**src/rtl/i2c_pkg.sv**
```systemverilog
package i2c_pkg;

  typedef enum logic [2:0] {
    IDLE,
    ADDR,
    ACK_ADDR,
    PTR,
    WRITE,
    READ,
    RACK,
    WAIT_STOP
  } i2c_state_e;

  localparam logic I2C_RW_WRITE = 1'b0;
  localparam logic I2C_RW_READ  = 1'b1;
  localparam logic I2C_ACK      = 1'b0;
  localparam logic I2C_NACK     = 1'b1;

  // Bit-counter values: 8 data bits shifted, then the 9th (ACK) slot is held.
  localparam logic [3:0] BITS_DONE = 4'd8;
  localparam logic [3:0] ACK_HELD  = 4'd9;

endpackage

```
**src/rtl/i2c_bus_sync.sv**
```systemverilog
module i2c_bus_sync #(
  parameter int unsigned SYNC_STAGES = 2
) (
  input  logic clk,
  input  logic rst,
  input  logic scl_i,
  input  logic sda_i,
  output logic sda_o,
  output logic scl_rise_o,
  output logic scl_fall_o,
  output logic start_o,
  output logic stop_o
);

  logic [SYNC_STAGES-1:0] scl_sync_q;
  logic [SYNC_STAGES-1:0] sda_sync_q;
  logic                   scl_prev_q;
  logic                   sda_prev_q;
  logic                   scl_s;
  logic                   sda_s;

  always_ff @(posedge clk) begin
    if (rst) begin
      scl_sync_q <= '1;
      sda_sync_q <= '1;
      scl_prev_q <= 1'b1;
      sda_prev_q <= 1'b1;
    end else begin
      scl_sync_q <= {scl_sync_q[SYNC_STAGES-2:0], scl_i};
      sda_sync_q <= {sda_sync_q[SYNC_STAGES-2:0], sda_i};
      scl_prev_q <= scl_sync_q[SYNC_STAGES-1];
      sda_prev_q <= sda_sync_q[SYNC_STAGES-1];
    end
  end

  assign scl_s = scl_sync_q[SYNC_STAGES-1];
  assign sda_s = sda_sync_q[SYNC_STAGES-1];

  assign sda_o      = sda_s;
  assign scl_rise_o = scl_s & ~scl_prev_q;
  assign scl_fall_o = ~scl_s & scl_prev_q;
  // SCL must be high on both samples so an SCL edge never aliases as START/STOP.
  assign start_o    = scl_s & scl_prev_q & sda_prev_q & ~sda_s;
  assign stop_o     = scl_s & scl_prev_q & ~sda_prev_q & sda_s;

endmodule

```
**src/rtl/i2c_slave_regs.sv**
```systemverilog
module i2c_slave_regs
  import i2c_pkg::*;
#(
  parameter logic [6:0]  DEV_ADDR    = 7'h50,
  parameter int unsigned REG_COUNT   = 16,
  parameter int unsigned SYNC_STAGES = 2
) (
  input  logic       clk,
  input  logic       rst,
  input  logic       scl_in,
  input  logic       sda_in,
  output logic       sda_out,
  output logic       busy,
  output logic       reg_wr_en,
  output logic [7:0] reg_wr_addr,
  output logic [7:0] reg_wr_data,
  input  logic [7:0] host_rd_addr,
  output logic [7:0] host_rd_data
);

  localparam int unsigned IDX_W = (REG_COUNT > 1) ? $clog2(REG_COUNT) : 1;

  logic sda_s;
  logic scl_rise;
  logic scl_fall;
  logic start_det;
  logic stop_det;

  i2c_bus_sync #(
    .SYNC_STAGES(SYNC_STAGES)
  ) u_sync (
    .clk       (clk),
    .rst       (rst),
    .scl_i     (scl_in),
    .sda_i     (sda_in),
    .sda_o     (sda_s),
    .scl_rise_o(scl_rise),
    .scl_fall_o(scl_fall),
    .start_o   (start_det),
    .stop_o    (stop_det)
  );

  i2c_state_e state_q;
  logic [3:0] bitcnt_q;
  logic [7:0] shift_q;
  logic       rw_q;
  logic [7:0] ptr_q;
  logic       sda_q;
  logic       busy_q;
  logic       wr_en_q;
  logic [7:0] wr_addr_q;
  logic [7:0] wr_data_q;
  logic [7:0] regs_q [REG_COUNT];
  logic [7:0] ptr_rd_data;

  function automatic logic in_range(input logic [7:0] idx);
    return 32'(idx) < REG_COUNT;
  endfunction

  always_comb begin
    ptr_rd_data  = 8'hFF;
    host_rd_data = 8'hFF;
    if (in_range(ptr_q))        ptr_rd_data  = regs_q[ptr_q[IDX_W-1:0]];
    if (in_range(host_rd_addr)) host_rd_data = regs_q[host_rd_addr[IDX_W-1:0]];
  end

  // Bank commits one clk after the strobe so a same-cycle host read sees the old byte.
  always_ff @(posedge clk) begin
    if (rst) begin
      for (int unsigned i = 0; i < REG_COUNT; i++) regs_q[i] <= '0;
    end else if (wr_en_q) begin
      regs_q[wr_addr_q[IDX_W-1:0]] <= wr_data_q;
    end
  end

  always_ff @(posedge clk) begin
    if (rst) begin
      state_q   <= IDLE;
      bitcnt_q  <= '0;
      shift_q   <= '0;
      rw_q      <= I2C_RW_WRITE;
      ptr_q     <= '0;
      sda_q     <= 1'b1;
      busy_q    <= 1'b0;
      wr_en_q   <= 1'b0;
      wr_addr_q <= '0;
      wr_data_q <= '0;
    end else begin
      wr_en_q <= 1'b0;
      if (start_det) begin
        state_q  <= ADDR;
        busy_q   <= 1'b1;
        bitcnt_q <= '0;
        sda_q    <= 1'b1;
      end else if (stop_det) begin
        state_q <= IDLE;
        busy_q  <= 1'b0;
        sda_q   <= 1'b1;
      end else begin
        case (state_q)
          IDLE, WAIT_STOP: sda_q <= 1'b1;

          ADDR: begin
            if (scl_rise && bitcnt_q < BITS_DONE) begin
              shift_q  <= {shift_q[6:0], sda_s};
              bitcnt_q <= bitcnt_q + 4'd1;
            end else if (scl_fall && bitcnt_q == BITS_DONE) begin
              rw_q     <= shift_q[0];
              bitcnt_q <= '0;
              if (shift_q[7:1] == DEV_ADDR) begin
                sda_q   <= I2C_ACK;
                state_q <= ACK_ADDR;
              end else begin
                sda_q   <= I2C_NACK;
                state_q <= WAIT_STOP;
              end
            end
          end

          ACK_ADDR: begin
            if (scl_fall) begin
              bitcnt_q <= '0;
              if (rw_q == I2C_RW_READ) begin
                shift_q <= ptr_rd_data;
                sda_q   <= ptr_rd_data[7];
                state_q <= READ;
              end else begin
                sda_q   <= 1'b1;
                state_q <= PTR;
              end
            end
          end

          PTR, WRITE: begin
            if (scl_rise && bitcnt_q < BITS_DONE) begin
              shift_q  <= {shift_q[6:0], sda_s};
              bitcnt_q <= bitcnt_q + 4'd1;
            end else if (scl_fall && bitcnt_q == BITS_DONE) begin
              sda_q    <= I2C_ACK;
              bitcnt_q <= ACK_HELD;
              if (state_q == PTR) begin
                ptr_q <= shift_q;
              end else begin
                if (in_range(ptr_q)) begin
                  wr_en_q   <= 1'b1;
                  wr_addr_q <= ptr_q;
                  wr_data_q <= shift_q;
                end
                ptr_q <= ptr_q + 8'd1;
              end
            end else if (scl_fall && bitcnt_q == ACK_HELD) begin
              sda_q    <= 1'b1;
              bitcnt_q <= '0;
              state_q  <= WRITE;
            end
          end

          READ: begin
            if (scl_fall) begin
              if (bitcnt_q == 4'd7) begin
                sda_q    <= 1'b1;
                bitcnt_q <= '0;
                state_q  <= RACK;
              end else begin
                sda_q    <= shift_q[6];
                shift_q  <= {shift_q[6:0], 1'b0};
                bitcnt_q <= bitcnt_q + 4'd1;
              end
            end
          end

          RACK: begin
            if (scl_rise) begin
              if (sda_s == I2C_NACK) state_q <= WAIT_STOP;
              else                   ptr_q   <= ptr_q + 8'd1;
            end else if (scl_fall) begin
              shift_q  <= ptr_rd_data;
              sda_q    <= ptr_rd_data[7];
              bitcnt_q <= '0;
              state_q  <= READ;
            end
          end

          default: begin
            state_q <= IDLE;
            sda_q   <= 1'b1;
          end
        endcase
      end
    end
  end

  assign sda_out     = sda_q;
  assign busy        = busy_q;
  assign reg_wr_en   = wr_en_q;
  assign reg_wr_addr = wr_addr_q;
  assign reg_wr_data = wr_data_q;

endmodule

```
**config.mk**
```make
export PLATFORM = sky130hd
export DESIGN_NAME = i2c_slave_regs
export DESIGN_NICKNAME = d
export VERILOG_FILES = /design/src/rtl/i2c_pkg.sv /design/src/rtl/i2c_bus_sync.sv /design/src/rtl/i2c_slave_regs.sv
export SDC_FILE = /design/constraint.sdc
export NUM_CORES = 1
export LEC_CHECK = 0
export CAP_MARGIN = 20
export CORE_MARGIN = 2
export CORE_UTILIZATION = 66
export CTS_CLUSTER_DIAMETER = 100
export CTS_CLUSTER_SIZE = 10
export DETAILED_ROUTE_END_ITERATION = 7
export HOLD_SLACK_MARGIN = 0.03
export PLACE_DENSITY = 0.92
export SYNTH_ARGS = -nofsm -noshare
export SYNTH_HDL_FRONTEND = slang
export SYNTH_SLANG_ARGS = --single-unit
```
**constraint.sdc**
```tcl
create_clock -name clk -period 5.8 [get_ports clk]
set_input_delay 1.16 -clock clk [delete_from_list [all_inputs] [get_ports clk]]
set_output_delay 1.16 -clock clk [all_outputs]
set_load 0.005 [all_outputs]
```
### Word-level counts from Yosys, hierarchy flattened

Memory sizes are Yosys's and may differ from the RTL's. A register that Yosys moved wholly into a read port is not among the register bits.
Index checks and enable logic that the tools add are counted.

| storage, ports and cells | value |
|---|---|
| register bits | 49 |
| bits in writable memories | 128 |
| input port bits | 12 |
| output and inout bits | 27 |
| word-level logic and storage cells | 172 |
| memories kept | 1 |

| cells by class | value |
|---|---|
| add/subtract/negate cells | 2 |
| $lt $le $gt $ge | 3 |
| eq/ne operators | 42 |
| multiplexer cells | 68 |
| bitwise operators | 17 |
| reduce and logical (&&, ||, !) cells | 24 |

Memory list:

| name | words | width | rd ports | clocked after Yosys merged registers in | wr ports | RTL line | source |
|---|---|---|---|---|---|---|---|
| regs_q | 16 | 8 | 2 | 1 | 16 | i2c_slave_regs.sv:53 | `logic [7:0] regs_q [REG_COUNT];` |

Operators by type and width:

| cell | number |
|---|---|
| 8-bit two-way mux | 15 |
| 4-bit two-way mux | 12 |
| 3-bit two-way mux | 13 |
| 4-bit != test, second input constant | 9 |
| 8-bit one-hot mux with 4 select lines | 1 |
| 2-bit != test, second input constant | 15 |
| 1-bit two-way mux | 23 |
| 11-bit AND reduction | 2 |
| 4-bit one-hot mux with 5 select lines | 1 |
| 8-bit by 5-bit < comparator with 1-bit output, second input constant | 2 |
| 8-bit one-hot mux with 2 select lines | 1 |
| 3-bit one-hot mux with 5 select lines | 1 |
| 7-bit AND reduction | 2 |
| 3-bit == test, second input constant | 4 |
| 1-bit NOT | 10 |
| 10-bit AND reduction | 1 |
| 3-bit != test, second input constant | 3 |
| 8-bit by 1-bit adder with 8-bit output, second input constant | 1 |
| 4-bit == test, second input constant | 2 |
| 8-bit AND reduction | 1 |
| 8-bit OR reduction | 1 |
| 1-bit AND | 7 |
| 7-bit == test, second input constant | 1 |
| 7-bit nonzero test | 1 |
| 20 further kinds | 27 |

### Depth between registers and ports, before layout

Gate-level depths: netlist of run 1.

| depth | value |
|---|---|
| word-level depth | 9 |
| gate-level depth with buffers | 9 |
| depth with buffers taken out | 8 |

### By module

Synthesis of run 1 repeated with hierarchy kept, for this count alone.

| unflattened totals | value |
|---|---|
| cells, all modules | 815 |
| area, all modules | 9769.4 sq um |

Modules (own cells, without submodules):

| module | times used | cells each | area an instance (sq um) | sequential area each (sq um) |
|---|---|---|---|---|
| i2c_slave_regs | 1 | 799 | 9579.2 | 4784.6 |
| i2c_bus_sync | 1 | 16 | 190.2 | 120.1 |

### Worst setup path after synthesis of run 1

OpenSTA, ideal clock, no wires.

| timing | value |
|---|---|
| kind | input-to-output |
| from | input host_rd_addr[0] |
| to | output host_rd_data[3] |
| arrival time | 2542 ps |
| data required time | 4640 ps |
| setup slack | 2098 ps |
| stages | 5 |
| path buffers | 2 |
| cell sequence | buf_6 > buf_8 > mux4_1 > mux4_2 > nand2b_1 |

| on the way | value |
|---|---|
| word-level cells in the longest chain between the ends | 2 |
| elaborated cells between the ends (all ways) | 3 |
| those cells by class | order compare: 1; mux: 1; memory: 1 |

Ends and longest elaborated chain:

| element | RTL line | source |
|---|---|---|
| start: declaration | i2c_slave_regs.sv:17 | `input logic [7:0] host_rd_addr,` |
| 8-bit by 5-bit < comparator with 1-bit output or memory 16 x 8 bit (tied branches) | - |  |
| 8-bit two-way mux (*) | i2c_slave_regs.sv:64 | `if (in_range(host_rd_addr)) host_rd_data = regs_q[host_rd_addr[IDX_W-1:0]];` |
| end: declaration | i2c_slave_regs.sv:18 | `output logic [7:0] host_rd_data` |

Mark *: on every way between the ends. The rest lies on a longest branch, timed or not.

### Worst setup path after layout of run 1

| timing | value |
|---|---|
| from | input host_rd_addr[0] |
| to | output host_rd_data[5] |

The elaborated chain is that of the path after synthesis.

==> metrics.yaml, run 1 <==
yosysMostFrequentCell: "and2_1"
ys_ff_latch: 181
crit_start: "host_rd_addr[0]"
worst_slew_pin_slew_ns: 0.8978
ir_drop_mv: 0.3467
synth_ff_type: "edfxtp_1"
max_cap_violations: 0
pin_count: 39
synthCells: 767
cts_hold_buffers: 0
wl_per_cell_um: 26.99
yosys_warnings: 0
r2r_setup_slack_ns: 2.94
r2r_cells: 5
drive_gt1_share_pct: 15.41
syn-num-nets: 786
design_area_um2: 10790
synth_commonest_cells: "and2_1 (134), edfxtp_1 (128), dfxtp_1 (53), nor2_1 (53), mux4_2 (45)"
cp_slowest_stage_delay_ns: 0.59
place_inst: 950
hold_depth: 1
min_from: "u_sync.scl_sync_q[0]"
cts.reportedPaths.clkPinSlew_ns: 0.07
cts_inserted_buffers: 17
antenna_left: 0
rows: 44
outcome: "finished, final reports clean"
maxSlewViolCount: 0
fin_skew_ns: 0.01123
place_congestion: 0.9384
grt_pass1_vias: 6708
dp_hpwl_um: 18850
critical_path_class: "input port to output port"
synthArstFlopShare_pct: 0
start_kind: "input port"
holdPathEnd: "u_sync.scl_sync_q[1]"
syn2layout_area_growth_pct: 9.692
drt-pass1-iter-count: 6
synthesis.area_um2: 9837
layout.nets: 804
final_cells: 982
ys_seq_area_share_pct: 49.86
cp_num_buf_inv: 3
clock-sinks: 181
required_ns: 4.64
post_cts_buffers: 0
synth_edf_count: 128
cp.arrival_ns: 3.71
vias_per_cell: 7.094
clkLatencyLatePin_ns: 0.44
period_needed_ns: 4.873
synth_cell_types: 75
grt.total_usage_pct: 35.03
multiInputGateArea_um2: 4609
dieArea_um2: 15900
cts_root_buf: "clkbuf_16"
p_per_area_nw_per_um2: 301.3
cts-resized-gates: 0
drtIter0Drc: 905
synthTopCellsByArea: "edfxtp_1 (39%), dfxtp_1 (11%), mux4_2 (10%)"
p_leak_nw: 3.780
setup_viol: 0
setup_tns_ns: 0
cp-end-kind: "output port"
wl_um: 26500
dpl-instance-area_um2: 10200
numPortBuffers: 38
grt_setup_unrepaired: "no"
initial_utilization_pct: 67.68
grt_pass1_wl_um: 41080
worstPathCellList: "buf_2, buf_4, mux4_1, mux4_2, nand2b_1, clkdlybuf4s50_1"
crit_family: "buffers and inverters"
antenna_found_initial: 0
synth_top_area_share_pct: 39.07
seq_area_um2: 4906
worstHoldPathType: "flip-flop to flip-flop"
insertedDiodeCount: 0
die_height_um: 126.1
cts_tree: "yes"
cts.path.max_buffers: 2
max_slew_margin_pct: 40.07
die_x_um: 126.1
fill_cells: 906
vias: 6966
cp_slowest_cell: "mux4_1"
cts-htree-levels: 4
grt_start_max_net_pins: 44
power_mw: 3.251
fin_crit_sh_pct: 84.02
coreArea_um2: 14530
cp_max_fo: 19
postSynthAreaPerCell_um2: 12.83
hold_viol_final: 0
route.detailed.drc: 0
reg2reg_to: "shift_q[1]"
max_freq_mhz: 205.2
synth_top_area_cell: "edfxtp_1"
grt_overflow_total: 0
==> registers in the layout, indices dropped and copies added (netlist names), named ones only <==
register / cells
state_q: 3
sda_out: 1
busy: 1
ptr_q: 8
shift_q: 8
reg_wr_addr: 8
regs_q: 128
bitcnt_q: 4
u_sync.sda_sync_q: 2
u_sync.scl_prev_q: 1
reg_wr_data: 8
u_sync.sda_prev_q: 1
u_sync.scl_sync_q: 2
reg_wr_en: 1
rw_q: 1
==> worst max-delay path by stage <==
stage | endpoint | slack [ns] | cells past startpoint
final | host_rd_data[5] | 0.93 | 6
after global routing | host_rd_data[0] | 0.83 | 6
after CTS | host_rd_data[5] | 0.93 | 6
after detailed placement | host_rd_data[5] | 0.93 | 6
after global placement | host_rd_data[6] | 1.02 | 6
after floorplan | host_rd_data[3] | 2.10 | 5
==> report_power, final <==
group,leakage [nW],internal (mW),switching [mW]
sequential,1.75,1.45,0.124
combinational,1.73,0.234,0.282
clock,0.299,0.627,0.532
==> metrics by stage <==
step,setup slack [ns],util [%],hold slack (ns)
after floorplan,2.098,-,0.3895
after global placement,1.016,70.17,0.3924
after detailed placement,0.9298,70.17,0.4035
after CTS,0.9288,74.24,0.4209
after global routing,0.8279,74.24,0.4427
final,0.9268,74.24,0.4195
==> cell usage in the layout, fill, tap and decap left out, types with 4 or more instances in the layout <==
cell type,count
nand3_1,7
mux4_1,21
nor2_1,53
a211oi_1,15
or2_2,22
nand2_1,32
clkdlybuf4s50_1,36
dfxtp_1,52
and2_1,134
edfxtp_1,128
a21oi_1,14
o21ai_0,15
a21o_1,7
nor4_1,4
buf_4,7
inv_6,5
ha_1,7
clkbuf_16,19
nor2b_1,13
a311oi_1,9
mux4_2,45
mux2i_1,29
a222oi_1,6
inv_1,7
nand2b_1,29
nor3_1,9
==> metal layers <==
metal | vias to the layer above | wire length (um) | part of all wire (%) | global-route usage (%)
met5 | - | 0 | 0 | 0
met4 | 0 | 1416 | 5.3 | 17.32
met3 | 99 | 2527 | 9.5 | 6.839
met2 | 490 | 12760 | 48 | 55.25
met1 | 3430 | 9797 | 37 | 47.22
li1 | 2947 | - | - | -
==> layout make-up <==
type | count | share of cell area (%)
Inverter | 8 | 0.2783
Timing Repair Buffer | 45 | 3.919
Clock inverter | 12 | 0.9508
Clock buffer | 20 | 4.534
Sequential cell | 181 | 45.47
Multi-Input combinational cell | 532 | 42.72
Tap cell | 184 | 2.134
==> kinds of logic (layout without fill, tap and decap cells) <==
kind of cell	after synthesis	after routing	share of synthesized area (%)
muxes	96	96	18.98
xor gates and xnor gates	1	1	0.08905
DFF	181	181	49.86
AOI/OAI and AO/OA	101	101	7.759
and+or+nand+nor	327	327	19.14
buffers and inverters	54	85	3.282
adders and majority gates	7	7	0.8903
No activity file was read; power rests on OpenSTA's default activity.
==> run 2, diff against run 1 <==
--- a/config.mk
+++ b/config.mk
@@ -7,12 +7,12 @@
 export LEC_CHECK = 0
 export CAP_MARGIN = 20
 export CORE_MARGIN = 2
-export CORE_UTILIZATION = 66
+export CORE_UTILIZATION = 56
 export CTS_CLUSTER_DIAMETER = 100
 export CTS_CLUSTER_SIZE = 10
 export DETAILED_ROUTE_END_ITERATION = 7
 export HOLD_SLACK_MARGIN = 0.03
-export PLACE_DENSITY = 0.92
+export PLACE_DENSITY = 0.84
 export SYNTH_ARGS = -nofsm -noshare
 export SYNTH_HDL_FRONTEND = slang
 export SYNTH_SLANG_ARGS = --single-unit
==> constraint.sdc (replaced) <==
create_clock -name clk -period 4.14 [get_ports clk]
set_input_delay 0.828 -clock clk [delete_from_list [all_inputs] [get_ports clk]]
set_output_delay 0.828 -clock clk [all_outputs]
set_load 0.005 [all_outputs]
==> metrics.yaml, run 2 (synthesis results as in run 1) <==
fin_crit_sh_pct: 92.06
worstHoldPathType: "flip-flop to flip-flop"  # unchanged
pin_count: 39  # unchanged
cts-resized-gates: 0  # unchanged
outcome: "finished, final reports clean"  # unchanged
cts.path.max_buffers: 2  # unchanged
setup_viol: 0  # unchanged
post_cts_buffers: 0  # unchanged
grt_start_max_net_pins: 60  # was 44
grt_pass1_vias: 6423  # was 6,708
clkPwrFrac_pct: 36.0  # was 35.6%
dp_hpwl_um: 18690  # was 18,850 um
numPortBuffers: 38  # unchanged
reg2reg_to: "shift_q[4]"  # was shift_q[1]
grt_setup_unrepaired: "no"  # unchanged
regMostFlops: "regs_q"  # unchanged
wl_per_cell_um: 25.27  # was 26.99 um
p_int_mw: 3.266  # was 2.314 mW
drive_gt1_share_pct: 15.92  # was 15.41%
wl_um: 26010  # was 26,500 um
p_leak_nw: 3.820  # was 3.780 nW
cp.arrival_ns: 2.98  # was 3.71 ns
layout.nets: 810  # was 804
critical_path_class: "input port to output port"  # unchanged
seq_area_um2: 4906  # unchanged
grt.total_usage_pct: 29.43  # was 35.03%
maxSlewViolCount: 0  # unchanged
cp-end-kind: "output port"  # unchanged
cts_hold_buffers: 0  # unchanged
r2r_cells: 6  # was 5
worst_slew_pin_slew_ns: 0.8831  # was 0.8978 ns
die_height_um: 136.5  # was 126.1 um
cp_max_fo: 32  # was 19
cts_root_buf: "clkbuf_16"  # unchanged
place_congestion: 1.088  # was 0.9384
cts.reportedPaths.clkPinSlew_ns: 0.08  # was 0.07 ns
drt-pass1-iter-count: 6  # unchanged
cts_tree: "yes"  # unchanged
max_freq_mhz: 262.4
ir_drop_mv: 0.2949  # was 0.3467 mV
final_common_cell: "and2_1"  # unchanged
p_switching_mw: 1.328  # was 937.5 uW
antenna_found_initial: 0  # unchanged
multiInputGateArea_um2: 4609  # unchanged
dpl-instance-area_um2: 10320  # was 10,200 um^2
largest_reg_flops: 128  # unchanged
clock-sinks: 181  # unchanged
grt_pass1_wl_um: 39350  # was 41,080 um
r2r_setup_slack_ns: 1.33  # was 2.94 ns
swShare_pct: 28.90  # was 28.84%
p_comb_share_pct: 16.1  # was 15.9%
initial_utilization_pct: 57.07  # was 67.68%
setup_tns_ns: 0  # unchanged
vias: 6868  # was 6,966
rows: 48  # was 44
insertedDiodeCount: 0  # unchanged
max_cap_violations: 0  # unchanged
required_ns: 3.31  # was 4.64 ns
cp-endpoint: "host_rd_data[5]"  # unchanged
max_slew_margin_pct: 40.68  # was 40.07%
fin_skew_ns: 0.01178  # was 0.01123 ns
final_cell_mix: "and2_1 (134), edfxtp_1 (128), nor2_1 (53)"  # unchanged
p_seq_share_pct: 47.9  # was 48.5%
design_area_um2: 10930  # was 10,790 um^2
antenna_left: 0  # unchanged
start_kind: "input port"  # unchanged
die_x_um: 136.5  # was 126.1 um
clkLatencyLatePin_ns: 0.44  # about the same
drtIter0Drc: 1042  # was 905
period_needed_ns: 3.811
cts-htree-levels: 4  # unchanged
p_per_area_nw_per_um2: 420.5  # was 301.3 nW/um^2
grt_overflow_total: 0  # unchanged
crit_start: "host_rd_addr[1]"  # was host_rd_addr[0]
vias_per_cell: 6.674  # was 7.094
dieArea_um2: 18640  # was 15,900 um^2
hold_viol_final: 0  # unchanged
cts_inserted_buffers: 17  # unchanged
fill_cells: 1273  # was 906
route.detailed.drc: 0  # unchanged
coreArea_um2: 17240  # was 14,530 um^2
syn2layout_area_growth_pct: 11.07  # was 9.692%
## run 2: through the flow
stage	util (%)	power [mW]	setup slack (ns)	hold slack, ns	instances
after floorplan	-	2.756	1.102	0.3895	767
after detailed placement	59.87	2.952	0.3240	0.3973	997
after CTS	63.39	4.572	0.3221	0.4190	1029
final	63.39	4.594	0.3288	0.4164	1029
after global routing	63.39	4.736	0.2675	0.4247	1029
after global placement	59.87	2.937	0.3890	0.3919	997
## run 2: critical path, cell delays in order
cell and delay (ns):
clkdlybuf4s50_1 0.51, buf_12 0.21, mux4_2 0.34, mux4_2 0.48, nand2b_1 0.15, clkdlybuf4s50_1 0.44
## run 2: layout make-up
type / instances / share of cell area, %
clock buffers: 19 / 4.157
clock inverters: 13 / 1.386
inverters: 8 / 0.2749
multi-input cells: 532 / 42.19
flip-flops and latches: 181 / 44.90
well taps: 225 / 2.577
repair buffers: 51 / 4.512
## run 2: power by group through the flow
stage | sequential, mW | clock [mW] | combinational, mW
after CTS | 2.19 | 1.65 | 0.727
after detailed placement | 2.23 | 0 | 0.722
final | 2.20 | 1.65 | 0.741
after floorplan | 2.13 | 0 | 0.624
after global routing | 2.21 | 1.73 | 0.796
after global placement | 2.23 | 0 | 0.706
## run 2: worst min-delay path by stage
stage	start	end	slack (ns)	cells after the start
6_report	u_sync.scl_sync_q[0]	u_sync.scl_sync_q[1]	0.42	1
5_1_grt	u_sync.scl_sync_q[0]	u_sync.scl_sync_q[1]	0.42	1
4_1_cts	u_sync.scl_sync_q[0]	u_sync.scl_sync_q[1]	0.42	1
3_5_place_dp	u_sync.scl_sync_q[0]	u_sync.scl_sync_q[1]	0.40	1
3_3_place_gp	u_sync.scl_sync_q[0]	u_sync.scl_sync_q[1]	0.39	1
2_1_floorplan	u_sync.scl_sync_q[0]	u_sync.scl_sync_q[1]	0.39	1
## run 2: layer usage
layer,vias up,GRT usage [%],wire length [um]
met5,-,0,0
met1,3341,38.27,9901
met3,95,8.185,2602
met4,0,12.85,1225
met2,467,46.53,12280
li1,2965,-,-
==> run 3, diff against run 2 <==
--- a/config.mk
+++ b/config.mk
@@ -8,7 +8,7 @@
 export CAP_MARGIN = 20
 export CORE_MARGIN = 2
 export CORE_UTILIZATION = 56
-export CTS_CLUSTER_DIAMETER = 100
+export CTS_CLUSTER_DIAMETER = 200
 export CTS_CLUSTER_SIZE = 10
 export DETAILED_ROUTE_END_ITERATION = 7
 export HOLD_SLACK_MARGIN = 0.03
==> results of run 3 <==
Same layout as run 2: the final DEF is identical, and so are final timing and power.
